## config.mk

```make
export PLATFORM = sky130hd
export DESIGN_NAME = uart_transceiver
export DESIGN_NICKNAME = d
export VERILOG_FILES = /design/src/rtl/uart_pkg.sv /design/src/rtl/uart_bit_timer.sv /design/src/rtl/uart_transceiver.sv
export SDC_FILE = /design/constraint.sdc
export NUM_CORES = 1
export LEC_CHECK = 0
export CORE_ASPECT_RATIO = 1.4
export CORE_UTILIZATION = 35
export CTS_CLUSTER_SIZE = 25
export DETAILED_ROUTE_END_ITERATION = 16
export DONT_BUFFER_PORTS = 1
export SYNTH_ARGS = -nofsm -noshare
export SYNTH_HDL_FRONTEND = slang
export SYNTH_HIERARCHICAL = 1
export SYNTH_SLANG_ARGS = --single-unit
```

## constraint.sdc

```tcl
create_clock -name clock -period 2.03 [get_ports clock]
set_input_delay 0.3045 -clock clock [delete_from_list [all_inputs] [get_ports clock]]
set_output_delay 0.3045 -clock clock [all_outputs]
set_load 0.01 [all_outputs]
```

## src/rtl/uart_pkg.sv

```systemverilog
// Shared UART definitions: FSM state encoding, frame width, counter sizing.
// Latency: n/a (types and constants only).
// Backpressure: n/a.
package uart_pkg;

  localparam int DATA_BITS = 8;

  // One encoding shared by both engines; the transmitter never enters WAIT_IDLE.
  typedef enum logic [2:0] {
    IDLE,
    START,
    DATA,
    STOP,
    WAIT_IDLE
  } uart_state_t;

  // Width of a counter that must hold the values 0 .. clks-1.
  function automatic int cnt_width(input int clks);
    return (clks > 1) ? $clog2(clks) : 1;
  endfunction

endpackage

```

## src/rtl/uart_bit_timer.sv

```systemverilog
// Bit-period down-counter: ticks once every CLKS_PER_BIT clocks while running.
// Latency: first tick CLKS_PER_BIT clocks after clear drops; after load_half the first tick is shortened.
// Backpressure: none; clear holds the counter at its full-period value.
//
// Ports:
//   clock, reset  system clock, synchronous active-low reset
//   clear         hold counter at full period (engine idle)
//   load_half     load the shortened start-bit interval (overrides clear)
//   tick          high for one clock when the counter reaches zero
module uart_bit_timer
  import uart_pkg::*;
#(
  parameter int CLKS_PER_BIT = 9
) (
  input  logic clock,
  input  logic reset,
  input  logic clear,
  input  logic load_half,
  output logic tick
);

  localparam int CW = cnt_width(CLKS_PER_BIT);
  localparam logic [CW-1:0] FULL = CW'(CLKS_PER_BIT - 1);
  // The receiver only sees the start edge two synchroniser stages late, so the
  // half-bit wait is shortened by those two clocks; the sample then lands
  // CLKS_PER_BIT/2 clocks after the raw line edge.
  localparam logic [CW-1:0] HALF = CW'(CLKS_PER_BIT / 2 - 2);

  logic [CW-1:0] cnt;

  always_ff @(posedge clock) begin
    if (!reset) begin
      cnt <= FULL;
    end else if (load_half) begin
      cnt <= HALF;
    end else if (clear || cnt == '0) begin
      // Reload on the tick so every later bit lasts exactly CLKS_PER_BIT clocks.
      cnt <= FULL;
    end else begin
      cnt <= cnt - CW'(1);
    end
  end

  assign tick = (cnt == '0);

endmodule

```

## src/rtl/uart_transceiver.sv

```systemverilog
// 8N1 UART with independent receive and transmit engines (full duplex).
// Latency: rx_data updates at the bit-7 sample; rx_byte_ready/tx start one clock after the deciding edge.
// Backpressure: start_transmit ignored while tx_busy; no queueing, received bytes are never stalled.
//
// Ports:
//   clock, reset                   system clock, synchronous active-low reset
//   rx                             serial input (asynchronous, idle high)
//   rx_data                        last received byte (LSB first on the wire)
//   rx_byte_ready, rx_frame_error  one-clock pulses at the mid-stop-bit sample
//   data, start_transmit           byte to send and its request strobe
//   tx, tx_busy                    serial output (idle high) and transmit-in-progress flag
module uart_transceiver
  import uart_pkg::*;
#(
  parameter int CLKS_PER_BIT = 9
) (
  input  logic                 clock,
  input  logic                 reset,
  input  logic                 rx,
  output logic [DATA_BITS-1:0] rx_data,
  output logic                 rx_byte_ready,
  output logic                 rx_frame_error,
  input  logic [DATA_BITS-1:0] data,
  input  logic                 start_transmit,
  output logic                 tx,
  output logic                 tx_busy
);

  localparam logic [2:0] LAST_BIT = 3'(DATA_BITS - 1);

  // ---------------- receiver ----------------
  logic                 rx_meta;
  logic                 rx_s;
  uart_state_t          rx_state;
  logic [2:0]           rx_idx;
  logic [DATA_BITS-1:0] rx_shift;
  logic                 rx_tick;
  logic                 rx_clear;
  logic                 rx_load_half;

  always_ff @(posedge clock) begin
    if (!reset) begin
      rx_meta <= 1'b1;
      rx_s    <= 1'b1;
    end else begin
      rx_meta <= rx;
      rx_s    <= rx_meta;
    end
  end

  assign rx_load_half = (rx_state == IDLE) && !rx_s;
  assign rx_clear     = (rx_state == IDLE) || (rx_state == WAIT_IDLE);

  uart_bit_timer #(.CLKS_PER_BIT(CLKS_PER_BIT)) u_rx_timer (
    .clock     (clock),
    .reset     (reset),
    .clear     (rx_clear),
    .load_half (rx_load_half),
    .tick      (rx_tick)
  );

  always_ff @(posedge clock) begin
    if (!reset) begin
      rx_state       <= IDLE;
      rx_idx         <= '0;
      rx_shift       <= '0;
      rx_data        <= '0;
      rx_byte_ready  <= 1'b0;
      rx_frame_error <= 1'b0;
    end else begin
      rx_byte_ready  <= 1'b0;
      rx_frame_error <= 1'b0;
      case (rx_state)
        IDLE: begin
          if (!rx_s) rx_state <= START;
        end
        START: begin
          // A line that is high again at mid start bit was a glitch.
          if (rx_tick) begin
            if (rx_s) begin
              rx_state <= IDLE;
            end else begin
              rx_state <= DATA;
              rx_idx   <= '0;
            end
          end
        end
        DATA: begin
          if (rx_tick) begin
            rx_shift <= {rx_s, rx_shift[DATA_BITS-1:1]};
            rx_idx   <= rx_idx + 3'd1;
            if (rx_idx == LAST_BIT) begin
              // Publish the byte now so it is visible before the stop bit.
              rx_data  <= {rx_s, rx_shift[DATA_BITS-1:1]};
              rx_state <= STOP;
            end
          end
        end
        STOP: begin
          if (rx_tick) begin
            if (rx_s) begin
              rx_byte_ready <= 1'b1;
              rx_state      <= IDLE;
            end else begin
              rx_frame_error <= 1'b1;
              rx_state       <= WAIT_IDLE;
            end
          end
        end
        WAIT_IDLE: begin
          // A low stop bit may be a break; do not treat it as a new start bit.
          if (rx_s) rx_state <= IDLE;
        end
        default: rx_state <= IDLE;
      endcase
    end
  end

  // ---------------- transmitter ----------------
  uart_state_t          tx_state;
  logic [2:0]           tx_idx;
  logic [DATA_BITS-1:0] tx_shift;
  logic                 tx_tick;

  uart_bit_timer #(.CLKS_PER_BIT(CLKS_PER_BIT)) u_tx_timer (
    .clock     (clock),
    .reset     (reset),
    .clear     (tx_state == IDLE),
    .load_half (1'b0),
    .tick      (tx_tick)
  );

  always_ff @(posedge clock) begin
    if (!reset) begin
      tx_state <= IDLE;
      tx_idx   <= '0;
      tx_shift <= '0;
      tx       <= 1'b1;
      tx_busy  <= 1'b0;
    end else begin
      case (tx_state)
        IDLE: begin
          // tx_busy is always low here, so requests during a frame are dropped.
          if (start_transmit) begin
            tx_shift <= data;
            tx       <= 1'b0;
            tx_busy  <= 1'b1;
            tx_state <= START;
          end
        end
        START: begin
          if (tx_tick) begin
            tx       <= tx_shift[0];
            tx_shift <= {1'b0, tx_shift[DATA_BITS-1:1]};
            tx_idx   <= '0;
            tx_state <= DATA;
          end
        end
        DATA: begin
          if (tx_tick) begin
            if (tx_idx == LAST_BIT) begin
              tx       <= 1'b1;
              tx_state <= STOP;
            end else begin
              tx       <= tx_shift[0];
              tx_shift <= {1'b0, tx_shift[DATA_BITS-1:1]};
              tx_idx   <= tx_idx + 3'd1;
            end
          end
        end
        STOP: begin
          if (tx_tick) begin
            tx_busy  <= 1'b0;
            tx_state <= IDLE;
          end
        end
        default: begin
          tx       <= 1'b1;
          tx_busy  <= 1'b0;
          tx_state <= IDLE;
        end
      endcase
    end
  end

endmodule

```

==> results by group, run 1 <==
Status
  – Outcome: complete, no violations

Cells and area
  – Fin nets: 266
  – ANT cells: 0
  – Area delta synth->final: 13.22%
  – Layout cells sized above 1: 13.58%
  – Design area: 2432 um2

Routing
  – DR WL/cell: 13.21 um
  – Met3 wire length: 109 um
  – DRC violation count after routing: 0
  – Vias per inst: 5.166
  – Via count: 1617
  – Final ANT Viol Nets: 0
  – M1 wire length: 1920 um
  – Router iterations before antenna repair: 4
  – Drt first-iter violations: 63
  – Top Layer Used: met4
  – Final wirelength: 4134 um
  – Routed length on met2: 2029 um

Synthesis
  – Commonest cells in the netlist: dfxtp_1 (48), a21oi_1 (21), nand2_1 (20), nand3_1 (20), mux2i_1 (16)
  – Synthesized flop and latch total: 48
  – Post-Synthesis Cells: 233
  – Top-count cell post-synth: dfxtp_1
  – EDFF count, synth: 0
  – Top-area cell type share of the netlist area: 44.73%
  – Unique masters post-synth: 39
  – Seq/Total Area, Yosys: 44.73%
  – Ranking of synthesized cells by area: dfxtp_1 (45%), mux2i_1 (7.5%), ha_1 (7.0%)
  – Post-synthesis cell area: 2148 um2
  – Synth warn: 6
  – Yosys top cell by area: dfxtp_1
  – Ys flop type: dfxtp_1
  – Ys async rst share: 0%
  – Syn Area/Cell: 9.220 um2

Worst setup path
  – Worst path bufs/invs: 1
  – CP Capture Type: flip-flop
  – CP required: 2.27 ns
  – Largest stage delay, worst path: 0.40 ns
  – Delay-heaviest family, CP: simple AND/OR/NAND/NOR gates
  – Data arrival, critical path: 2.11 ns
  – Crit Path Max Fanout: 4
  – Slowest CP cell: dfxtp_1
  – Startpoint types: flip-flop
  – Setup CP Type: flip-flop to flip-flop
  – Critical-path cell list: inv_1 > ha_1 > a21oi_2 > or3b_4 > or3b_1 > a21oi_1

Timing
  – Worst slew margin: 63.99%
  – Final Hold Viols: 0
  – Fmax: 534.6 MHz
  – Total Negative Setup Slacks: 0 ns
  – Final period util: 92.14%
  – Final setup violation count: 0
  – Hold WS: 0.08928 ns
  – Final setup skew: 0.007930 ns
  – RSZ-0062 raised after global routing: false
  – Max-slew violations: 0
  – Min Tclk post-route: 1.871 ns
  – Worst-margin pin slew: 0.5352 ns

Global route
  – First-pass GRT wire length: 6858 um
  – Vias in the first global route: 1493
  – GR Overflow Total: 0
  – Gr usage total: 14.06%
  – Initial antenna violation count: 0
  – Largest net degree at the start of global routing: 28

Clock tree
  – CTS sink cnt: 48
  – CTS tree: done
  – CTS HTree Levels: 2
  – Hold-fix buffers, CTS: 0
  – Root buf cell: clkbuf_8
  – Clk_lat worst skew: 0.30 ns
  – Cts bufs inserted: 5
  – Clock transition at the registers of the reported paths: 0.10 ns
  – CTS max path bufs: 2

Placement
  – PortBufs: 0
  – GPL Wtd Cong: 0.7864
  – Placed Instance Area: 2308 um2
  – DP Wirelength: 2845 um

Power and ir drop
  – Worst vdd ir: 0.0003865 V
  – Power Density: 1124 nW/um2
  – Lkg Pwr: 0.9037 nW

Die
  – Starting Density: 36.38%
  – Die width: 68.22 um
  – Core Region: 5904 um2
  – Die area: 6460 um2
  – Die H: 94.70 um
  – Row count: 33
  – Top-level I/O count: 24

Flow run
  – Maxcap violations: 0

Worst hold path
  – Hold WC Path Type: input port to flip-flop
## path summary, 6_finish.rpt
| check | start | to | slack [ns] | depth (start not counted) |
|---|---|---|---|---|
| setup / recovery | tx_state[0]$_SDFFE_PN0P_ | tx_shift[7]$_SDFFE_PN0P_ | 0.16 | 6 |
| hold / removal | reset | u_tx_timer/cnt[3]$_SDFF_PN1_ | 0.09 | 1 |
| setup reg to reg | tx_state[0]$_SDFFE_PN0P_ | tx_shift[7]$_SDFFE_PN0P_ | 0.16 | 6 |
| hold reg to reg | rx_meta$_SDFF_PN1_ | rx_s$_SDFF_PN1_ | 0.41 | 1 |
## layout make-up
class                   count  area, um2
inverters                  11      41.29
repair buffers             10      75.07
clock buffers               5      68.82
clock inverters             3      47.55
well taps                  70      87.58
flip-flops and latches     48      964.7
fillers                   592       3472
multi-input cells         166       1147
## routing by layer
layer | vias up | track usage, %
met5 | - | 0
li1 | 842 | -
met4 | 0 | 5.903
met3 | 4 | 3.502
met2 | 17 | 23.04
met1 | 754 | 17.02
## sequential cells by signal, summed over array words and instances (netlist names)
| register | flops |
|---|---|
| u_tx_timer/cnt | 4 |
| tx_state | 2 |
| rx_data | 8 |
| tx_busy | 1 |
| u_rx_timer/cnt | 4 |
| rx_byte_ready | 1 |
| tx_idx | 3 |
| tx_shift | 8 |
| rx_shift | 7 |
| rx_idx | 3 |
| rx_s | 1 |
| rx_frame_error | 1 |
| rx_meta | 1 |
| tx | 1 |
| rx_state | 3 |
## metrics by stage
step,util [%],power [mW],instances,setup slack [ns]
final,41.20,2.734,313,0.1595
after global routing,41.20,2.904,313,0.01507
after CTS,41.07,2.752,313,0.09610
after detailed placement,39.10,2.032,305,0.1284
after global placement,39.10,2.023,305,0.1654
after floorplan,-,1.850,236,0.03098
## layout by cell type (no fill, tap or decap), drive strengths merged, types with 3 or more instances in the layout
| cell type | Yosys | routed |
|---|---|---|
| a21oi | 21 | 21 |
| buf | 3 | 10 |
| clkbuf | 8 | 5 |
| conb | 1 | 4 |
| dfxtp | 48 | 48 |
| ha | 12 | 12 |
| inv | 11 | 11 |
| mux2i | 16 | 16 |
| nand2 | 20 | 20 |
| nand2b | 7 | 7 |
| nand3 | 20 | 20 |
| nor2 | 13 | 13 |
| nor2b | 3 | 3 |
| nor3 | 6 | 6 |
| nor3b | 4 | 4 |
| o21ai | 6 | 6 |
| o31ai | 8 | 8 |
| or3b | 3 | 3 |
## report_power, final
| part | leakage [nW] | switching, mW | internal [mW] |
|---|---|---|---|
| clock | 0.0583 | 0.329 | 0.371 |
| sequential | 0.392 | 0.110 | 1.08 |
| combinational | 0.454 | 0.441 | 0.406 |
| total | 0.904 | 0.880 | 1.85 |
## what timing repair did
item	4_1_cts	5_1_grt
resized for setup	0	3
setup buffers	0	0
endpoints found under the setup margin	0	1
## logic make-up (layout without fill, tap and decap cells)
| kind of cell | after synthesis | in the layout | synth area share, % |
|---|---|---|---|
| compound gates | 50 | 50 | 15.38 |
| fa+ha+maj | 12 | 12 | 6.989 |
| buf+inv | 22 | 29 | 3.960 |
| flops | 48 | 48 | 44.73 |
| mux | 16 | 16 | 7.455 |
| other cells | 1 | 4 | 0.1746 |
| simple gates | 84 | 84 | 21.32 |
(Power assumes the default switching activity.)
==> inputs of run 2 (changes only) <==
--- a/config.mk
+++ b/config.mk
@@ -6,6 +6,7 @@
 export NUM_CORES = 1
 export LEC_CHECK = 0
 export CORE_ASPECT_RATIO = 1.4
+export CORE_MARGIN = 10
 export CORE_UTILIZATION = 35
 export CTS_CLUSTER_SIZE = 25
 export DETAILED_ROUTE_END_ITERATION = 16
==> run 2 against run 1 <==
  * Die area is 50% higher
  * Register-to-register slack worse by 0.05 ns
  * Via count is 1.2% higher
  * Total power is 0.90% lower
  * Count of clock-buffer cells in the layout stayed put
  * Combinational power is 4.5% lower
  * Flip-flop and latch count stayed put
  * Setup slack worse by 0.046 ns
  * Cell count is 0.64% lower
  * First-iteration DRC count is 25% higher
  * Sequential share of layout area is 0.31 points higher
  * Clock power is 2% higher
==> results by group, run 2 (same netlist as run 1, synthesis figures left out) <==
Cells and area
  – Top flop regs: rx_data: 8 flops, tx_shift: 8 flops, rx_shift: 7 flops
  – Commonest non-fill, non-tap cell in the layout: dfxtp_1
  – ANT cells: 0 (unchanged)
  – Util after Layout: 40.88% (-0.32 points)
  – Layout cells sized above 1: 12.45% (-1.1 points)
  – Area delta synth->final: 12.35%
  – Cell Count, Final, Fillers Out: 311 (-0.64%)
  – Fin nets: 264 (-0.75%)
  – Design area: 2414 um2 (-0.77%)
  – Commonest cells after routing, fill and taps aside: dfxtp_1 (45), nand3_1 (20), nand2_1 (20), a21oi_1 (20), mux2i_1 (16)
  – Fillcell total: 618 (+4.4%)

Die
  – Die area: 9716 um2 (+50%)
  – Starting Density: 36.38% (unchanged)
  – Die width: 86.22 um (+26%)
  – Die H: 112.7 um (+19%)
  – Row count: 33 (unchanged)
  – Core Region: 5904 um2 (unchanged)
  – Top-level I/O count: 24 (unchanged)

Placement
  – Placed insts: 303 (-0.66%)
  – PortBufs: 0 (unchanged)
  – Placed Instance Area: 2293 um2 (-0.65%)
  – DP Wirelength: 3131 um (+10%)
  – GPL Wtd Cong: 0.8254 (+5.0%)

Routing
  – Final wirelength: 4250 um (+2.8%)
  – Router iterations before antenna repair: 4 (unchanged)
  – Drt first-iter violations: 79 (+25%)
  – Final ANT Viol Nets: 0 (unchanged)
  – Via count: 1637 (+1.2%)
  – DR WL/cell: 13.67 um (+3.5%)
  – DRC violation count after routing: 0 (unchanged)
  – Vias per inst: 5.264 (+1.9%)

Clock tree
  – CTS max path bufs: 2 (unchanged)
  – Cts bufs inserted: 5 (unchanged)
  – Clock transition at the registers of the reported paths: 0.10 ns (about the same)
  – CTS tree: done
  – CTS sink cnt: 48 (unchanged)
  – Root buf cell: clkbuf_8
  – Hold-fix buffers, CTS: 0 (unchanged)
  – CTS HTree Levels: 2 (unchanged)
  – Clk_lat worst skew: 0.30 ns (about the same)

Timing
  – Fmax: 521.7 MHz (-2.4%)
  – Final setup skew: 0.006617 ns (-0.001313 ns)
  – Final Hold Viols: 0 (unchanged)
  – Min Tclk post-route: 1.917 ns (+0.04629 ns)
  – Total Negative Setup Slacks: 0 ns (unchanged)
  – Worst-margin pin slew: 0.5304 ns (-0.004808 ns)
  – RSZ-0062 raised after global routing: true
  – Final period util: 94.42% (+2.3 points)
  – Worst slew margin: 64.31% (+0.32 points)
  – Final setup violation count: 0 (unchanged)
  – Max-slew violations: 0 (unchanged)

Worst setup path
  – CP required: 2.27 ns (about the same)
  – FF-to-FF Start: tx_state[1]$_SDFFE_PN0P_
  – Data arrival, critical path: 2.15 ns (+0.04 ns)
  – Reg2Reg Capture Point: tx_shift[7]$_SDFFE_PN0P_
  – R2R setup slack: 0.11 ns (-0.05 ns)
  – Crit Path Max Fanout: 5 (+1)
  – Reg2reg path depth: 6 (unchanged)
  – Startpoint types: flip-flop
  – CP Capture Type: flip-flop
  – Setup CP Type: flip-flop to flip-flop

Worst hold path
  – Worst Hold End: rx_meta$_SDFF_PN1_
  – Hold Path Cell Cnt: 1 (unchanged)
  – Hold path start: reset
  – Hold WC Path Type: input port to flip-flop

Flow run
  – Maxcap violations: 0 (unchanged)

Global route
  – First-pass GRT wire length: 7396 um (+7.8%)
  – Gr usage total: 9.190% (-4.9 points)
  – GR Overflow Total: 0 (unchanged)
  – Initial antenna violation count: 0 (unchanged)
  – Vias in the first global route: 1599 (+7.1%)
  – Largest net degree at the start of global routing: 28 (unchanged)

Power and ir drop
  – Worst vdd ir: 0.0004437 V (+15%)
  – Lkg Pwr: 0.8921 nW (-1.3%)
  – Overall power: 2.709 mW (-0.90%)
  – Power Density: 1122 nW/um2 (-0.13%)

Status
  – Outcome: complete, no violations
run 2: cell count changes in the layout (fill, tap and decap cells not counted):
cell,before,now
clkinv_4,2,0
or3b_1,1,2
inv_6,0,1
or3b_4,1,0
clkinvlp_4,0,1
buf_4,10,8
run 2: worst max path at each step:
| stage | from | to | slack, ns | depth (start not counted) |
|---|---|---|---|---|
| after detailed placement | tx_state[0]$_SDFFE_PN0P_ | tx_shift[7]$_SDFFE_PN0P_ | 0.12 | 6 |
| after global placement | tx_state[0]$_SDFFE_PN0P_ | tx_shift[7]$_SDFFE_PN0P_ | 0.17 | 6 |
| final | tx_state[1]$_SDFFE_PN0P_ | tx_shift[7]$_SDFFE_PN0P_ | 0.11 | 6 |
| after global routing | u_rx_timer/cnt[1]$_SDFF_PN0_ | rx_shift[3]$_SDFFE_PN0P_ | -0.01 | 7 |
| after floorplan | u_tx_timer/cnt[1]$_SDFF_PN0_ | tx_shift[7]$_SDFFE_PN0P_ | 0.03 | 8 |
| after CTS | tx_state[0]$_SDFFE_PN0P_ | tx_shift[7]$_SDFFE_PN0P_ | 0.07 | 6 |
run 2: critical path, stage by stage, from the launching register on:
cell and delay (ns):
dfxtp_1 0.43, inv_1 0.11, ha_1 0.23, o21ba_1 0.18, or3b_1 0.39, or3b_1 0.38
a21oi_1 0.13
run 2: repair_timing:
item / CTS / global route
setup endpoints to repair: 0 / 5
resized for setup: 0 / 2
setup buffers: 0 / 0
run 2: final cells by class:
cell class	instances	area [um2]	area share, %
Clock buffer	5	68.82	2.851
Clock inverter	3	46.29	1.918
Inverter	11	41.29	1.711
Multi-Input combinational cell	166	1145	47.43
Sequential cell	48	964.7	39.97
Tap cell	70	87.58	3.629
Timing Repair Buffer	8	60.06	2.488
run 2: per-layer routing:
metal,wire length [um],track usage [%],share of wire (%)
met4,103,5.092,2.4
met5,0,0,0
met2,2188,15.81,51
met1,1766,9.906,42
met3,191,2.369,4.5
run 2: metrics by stage:
stage               setup WS, ns  hold slack (ns)
finish                    0.1132          0.07323
global route            -0.01112          0.06388
CTS                      0.07341          0.06239
detailed placement        0.1171           0.3865
global placement          0.1746           0.3828
floorplan                0.03098           0.3829
run 2: where the power goes:
part	leakage (nW)	switching [mW]	internal [mW]
Sequential	0.391	0.109	1.08
Combinational	0.446	0.427	0.382
Clock	0.0548	0.343	0.371
==> inputs of run 3 (changes only) <==
--- a/config.mk
+++ b/config.mk
@@ -11,6 +11,7 @@
 export CTS_CLUSTER_SIZE = 25
 export DETAILED_ROUTE_END_ITERATION = 16
 export DONT_BUFFER_PORTS = 1
+export MAX_ROUTING_LAYER = met4
 export SYNTH_ARGS = -nofsm -noshare
 export SYNTH_HDL_FRONTEND = slang
 export SYNTH_HIERARCHICAL = 1
==> run 3 against run 2 <==
  * Total power barely moved
  * Register-to-register slack barely moved
  * Non-clock buffer count did not move
  * Routed wire length fell by 0.12%
  * Largest cell class unchanged
  * Clock power barely moved
  * Combinational power barely moved
  * Flip-flop and latch count did not move
  * Critical path depth did not move
  * Largest power group unchanged
  * Count of clock-buffer cells in the layout did not move
==> results by group, run 3 (same netlist as run 1, synthesis figures left out) <==
Status
  – Outcome: complete, no violations

Timing
  – Setup ws final: 0.1132 ns (unchanged)
  – Final setup violation count: 0 (unchanged)
  – Final Hold Viols: 0 (unchanged)
  – Final setup skew: 0.006624 ns (+0.000006410 ns)
  – Worst-margin pin slew: 0.5304 ns (unchanged)
  – Max-slew violations: 0 (unchanged)
  – Final period util: 94.42% (unchanged)
  – Fmax: 521.7 MHz (unchanged)
  – RSZ-0062 raised after global routing: true
  – Min Tclk post-route: 1.917 ns (unchanged)
  – Worst slew margin: 64.31% (unchanged)

Routing
  – Final ANT Viol Nets: 0 (unchanged)
  – Vias per inst: 5.270 (+0.12%)
  – Router iterations before antenna repair: 4 (unchanged)
  – DRC violation count after routing: 0 (unchanged)
  – Final wirelength: 4245 um (-0.12%)
  – Via count: 1639 (+0.12%)
  – DR WL/cell: 13.65 um (-0.12%)
  – Drt first-iter violations: 78 (-1.3%)

Power and ir drop
  – Reg power frac: 43.7% (about the same)
  – Overall power: 2.709 mW (about the same)
  – Clock power share: 26.4% (about the same)
  – Comb pwr share: 29.9% (about the same)
  – Lkg Pwr: 0.8921 nW (unchanged)
  – Total internal power: 1.830 mW (about the same)
  – Psw: 0.8793 mW (unchanged)
  – Power Density: 1122 nW/um2 (about the same)
  – Sw Share: 32.46% (about the same)
  – Worst vdd ir: 0.0004438 V (about the same)

Flow run
  – Maxcap violations: 0 (unchanged)

Global route
  – GR Overflow Total: 0 (unchanged)
  – First-pass GRT wire length: 7396 um (unchanged)
  – Gr usage total: 9.448% (+0.26 points)
  – Initial antenna violation count: 0 (unchanged)
  – Vias in the first global route: 1599 (unchanged)
  – Largest net degree at the start of global routing: 28 (unchanged)

Clock tree
  – CTS max path bufs: 2 (unchanged)
  – CTS tree: done
  – CTS HTree Levels: 2 (unchanged)
  – Clock transition at the registers of the reported paths: 0.10 ns (about the same)
  – Setup Fix Bufs, Post-CTS: 0 (unchanged)
  – Clk_lat worst skew: 0.30 ns (about the same)
  – Hold-fix buffers, CTS: 0 (unchanged)
  – CTS resizes: 0 (unchanged)
  – Cts bufs inserted: 5 (unchanged)
  – CTS sink cnt: 48 (unchanged)
  – Root buf cell: clkbuf_8

Placement
  – DP Worst Slack: 0.1171 ns (unchanged)
  – PortBufs: 0 (unchanged)
  – DP Wirelength: 3131 um (unchanged)
  – GPL Wtd Cong: 0.8378 (+1.5%)

Cells and area
  – Area delta synth->final: 12.35% (unchanged)
  – Layout cells sized above 1: 12.45% (unchanged)
  – Util after Layout: 40.88% (unchanged)
  – Fillcell total: 618 (unchanged)
  – Fin nets: 264 (unchanged)
  – ANT cells: 0 (unchanged)
  – Commonest non-fill, non-tap cell in the layout: dfxtp_1
  – Commonest cells after routing, fill and taps aside: dfxtp_1 (45), nand3_1 (20), nand2_1 (20), a21oi_1 (20), mux2i_1 (16)
  – Top flop regs: rx_data: 8 flops, tx_shift: 8 flops, rx_shift: 7 flops

Worst setup path
  – CP required: 2.27 ns (about the same)
  – Reg2Reg Capture Point: tx_shift[7]$_SDFFE_PN0P_
  – Reg2reg path depth: 6 (unchanged)
  – FF-to-FF Start: tx_state[1]$_SDFFE_PN0P_
  – Slowest CP cell: dfxtp_1
  – Largest stage delay, worst path: 0.43 ns (about the same)
  – R2R setup slack: 0.11 ns (about the same)
  – CP Capture Type: flip-flop
  – Critical-path cell list: inv_1 > ha_1 > o21ba_1 > or3b_1 > or3b_1 > a21oi_1
  – Crit path top cell by count: or3b_1
  – Setup CP Type: flip-flop to flip-flop
  – Crit Path Max Fanout: 5 (unchanged)
  – Data arrival, critical path: 2.15 ns (about the same)
  – Startpoint types: flip-flop

Die
  – Starting Density: 36.38% (unchanged)
  – Die area: 9716 um2 (unchanged)
  – Core Region: 5904 um2 (unchanged)
  – Die width: 86.22 um (unchanged)
  – Row count: 33 (unchanged)
  – Die H: 112.7 um (unchanged)
  – Top-level I/O count: 24 (unchanged)

Worst hold path
  – Hold path start: reset
  – Hold Path Cell Cnt: 1 (unchanged)
  – Hold WC Path Type: input port to flip-flop
  – Worst Hold End: rx_meta$_SDFF_PN1_
==> run 3: worst max path at each step <==
stage	startpoint	end	slack, ns	cells after the start
final	tx_state[1]$_SDFFE_PN0P_	tx_shift[7]$_SDFFE_PN0P_	0.11	6
after global routing	u_rx_timer/cnt[1]$_SDFF_PN0_	rx_shift[3]$_SDFFE_PN0P_	-0.01	7
after CTS	tx_state[0]$_SDFFE_PN0P_	tx_shift[7]$_SDFFE_PN0P_	0.07	6
after detailed placement	tx_state[0]$_SDFFE_PN0P_	tx_shift[7]$_SDFFE_PN0P_	0.12	6
after global placement	tx_state[0]$_SDFFE_PN0P_	tx_shift[7]$_SDFFE_PN0P_	0.17	6
after floorplan	u_tx_timer/cnt[1]$_SDFF_PN0_	tx_shift[7]$_SDFFE_PN0P_	0.03	8
==> run 3: worst max-delay path: cells and delay by family (launching register included) <==
family                     cells  cell delay (ns)
adders and majority gates      1             0.23
AOI/OAI and AO/OA              2             0.31
buffers and inverters          1             0.11
and+or+nand+nor                2             0.77
DFF                            1             0.43
==> run 3: per-stage QoR <==
step | cells | instance area [um2] | setup TNS (ns) | hold WS [ns]
2_1_floorplan | 236 | 2181 | 0 | 0.3829
3_3_place_gp | 303 | 2293 | 0 | 0.3828
3_5_place_dp | 303 | 2293 | 0 | 0.3865
4_1_cts | 311 | 2409 | 0 | 0.06239
5_1_grt | 311 | 2414 | -0.02554 | 0.06387
6_report | 311 | 2414 | 0 | 0.07365
==> run 3: cell type report <==
type                            count  area [um2]  area share (%)
Inverter                           11       41.29           1.711
Timing Repair Buffer                8       60.06           2.488
Multi-Input combinational cell    166        1145           47.43
Clock inverter                      3       46.29           1.918
Sequential cell                    48       964.7           39.97
Clock buffer                        5       68.82           2.851
Tap cell                           70       87.58           3.629
==> run 3: layer usage <==
| layer | wire length, um | share of wire, % | GRT usage, % | vias up |
|---|---|---|---|---|
| li1 | - | - | - | 837 |
| met1 | 1785 | 42 | 10.08 | 773 |
| met2 | 2185 | 51 | 15.81 | 22 |
| met3 | 170 | 4.0 | 2.082 | 7 |
| met4 | 103 | 2.4 | 5.092 | 0 |
| met5 | 0 | 0 | - | - |
==> run 3: power groups by stage <==
stage,combinational [mW],clock (mW),sequential [mW]
final,0.809,0.715,1.19
after global routing,0.914,0.767,1.20
after CTS,0.813,0.737,1.19
after detailed placement,0.807,0,1.21
after global placement,0.805,0,1.20
after floorplan,0.672,0,1.18
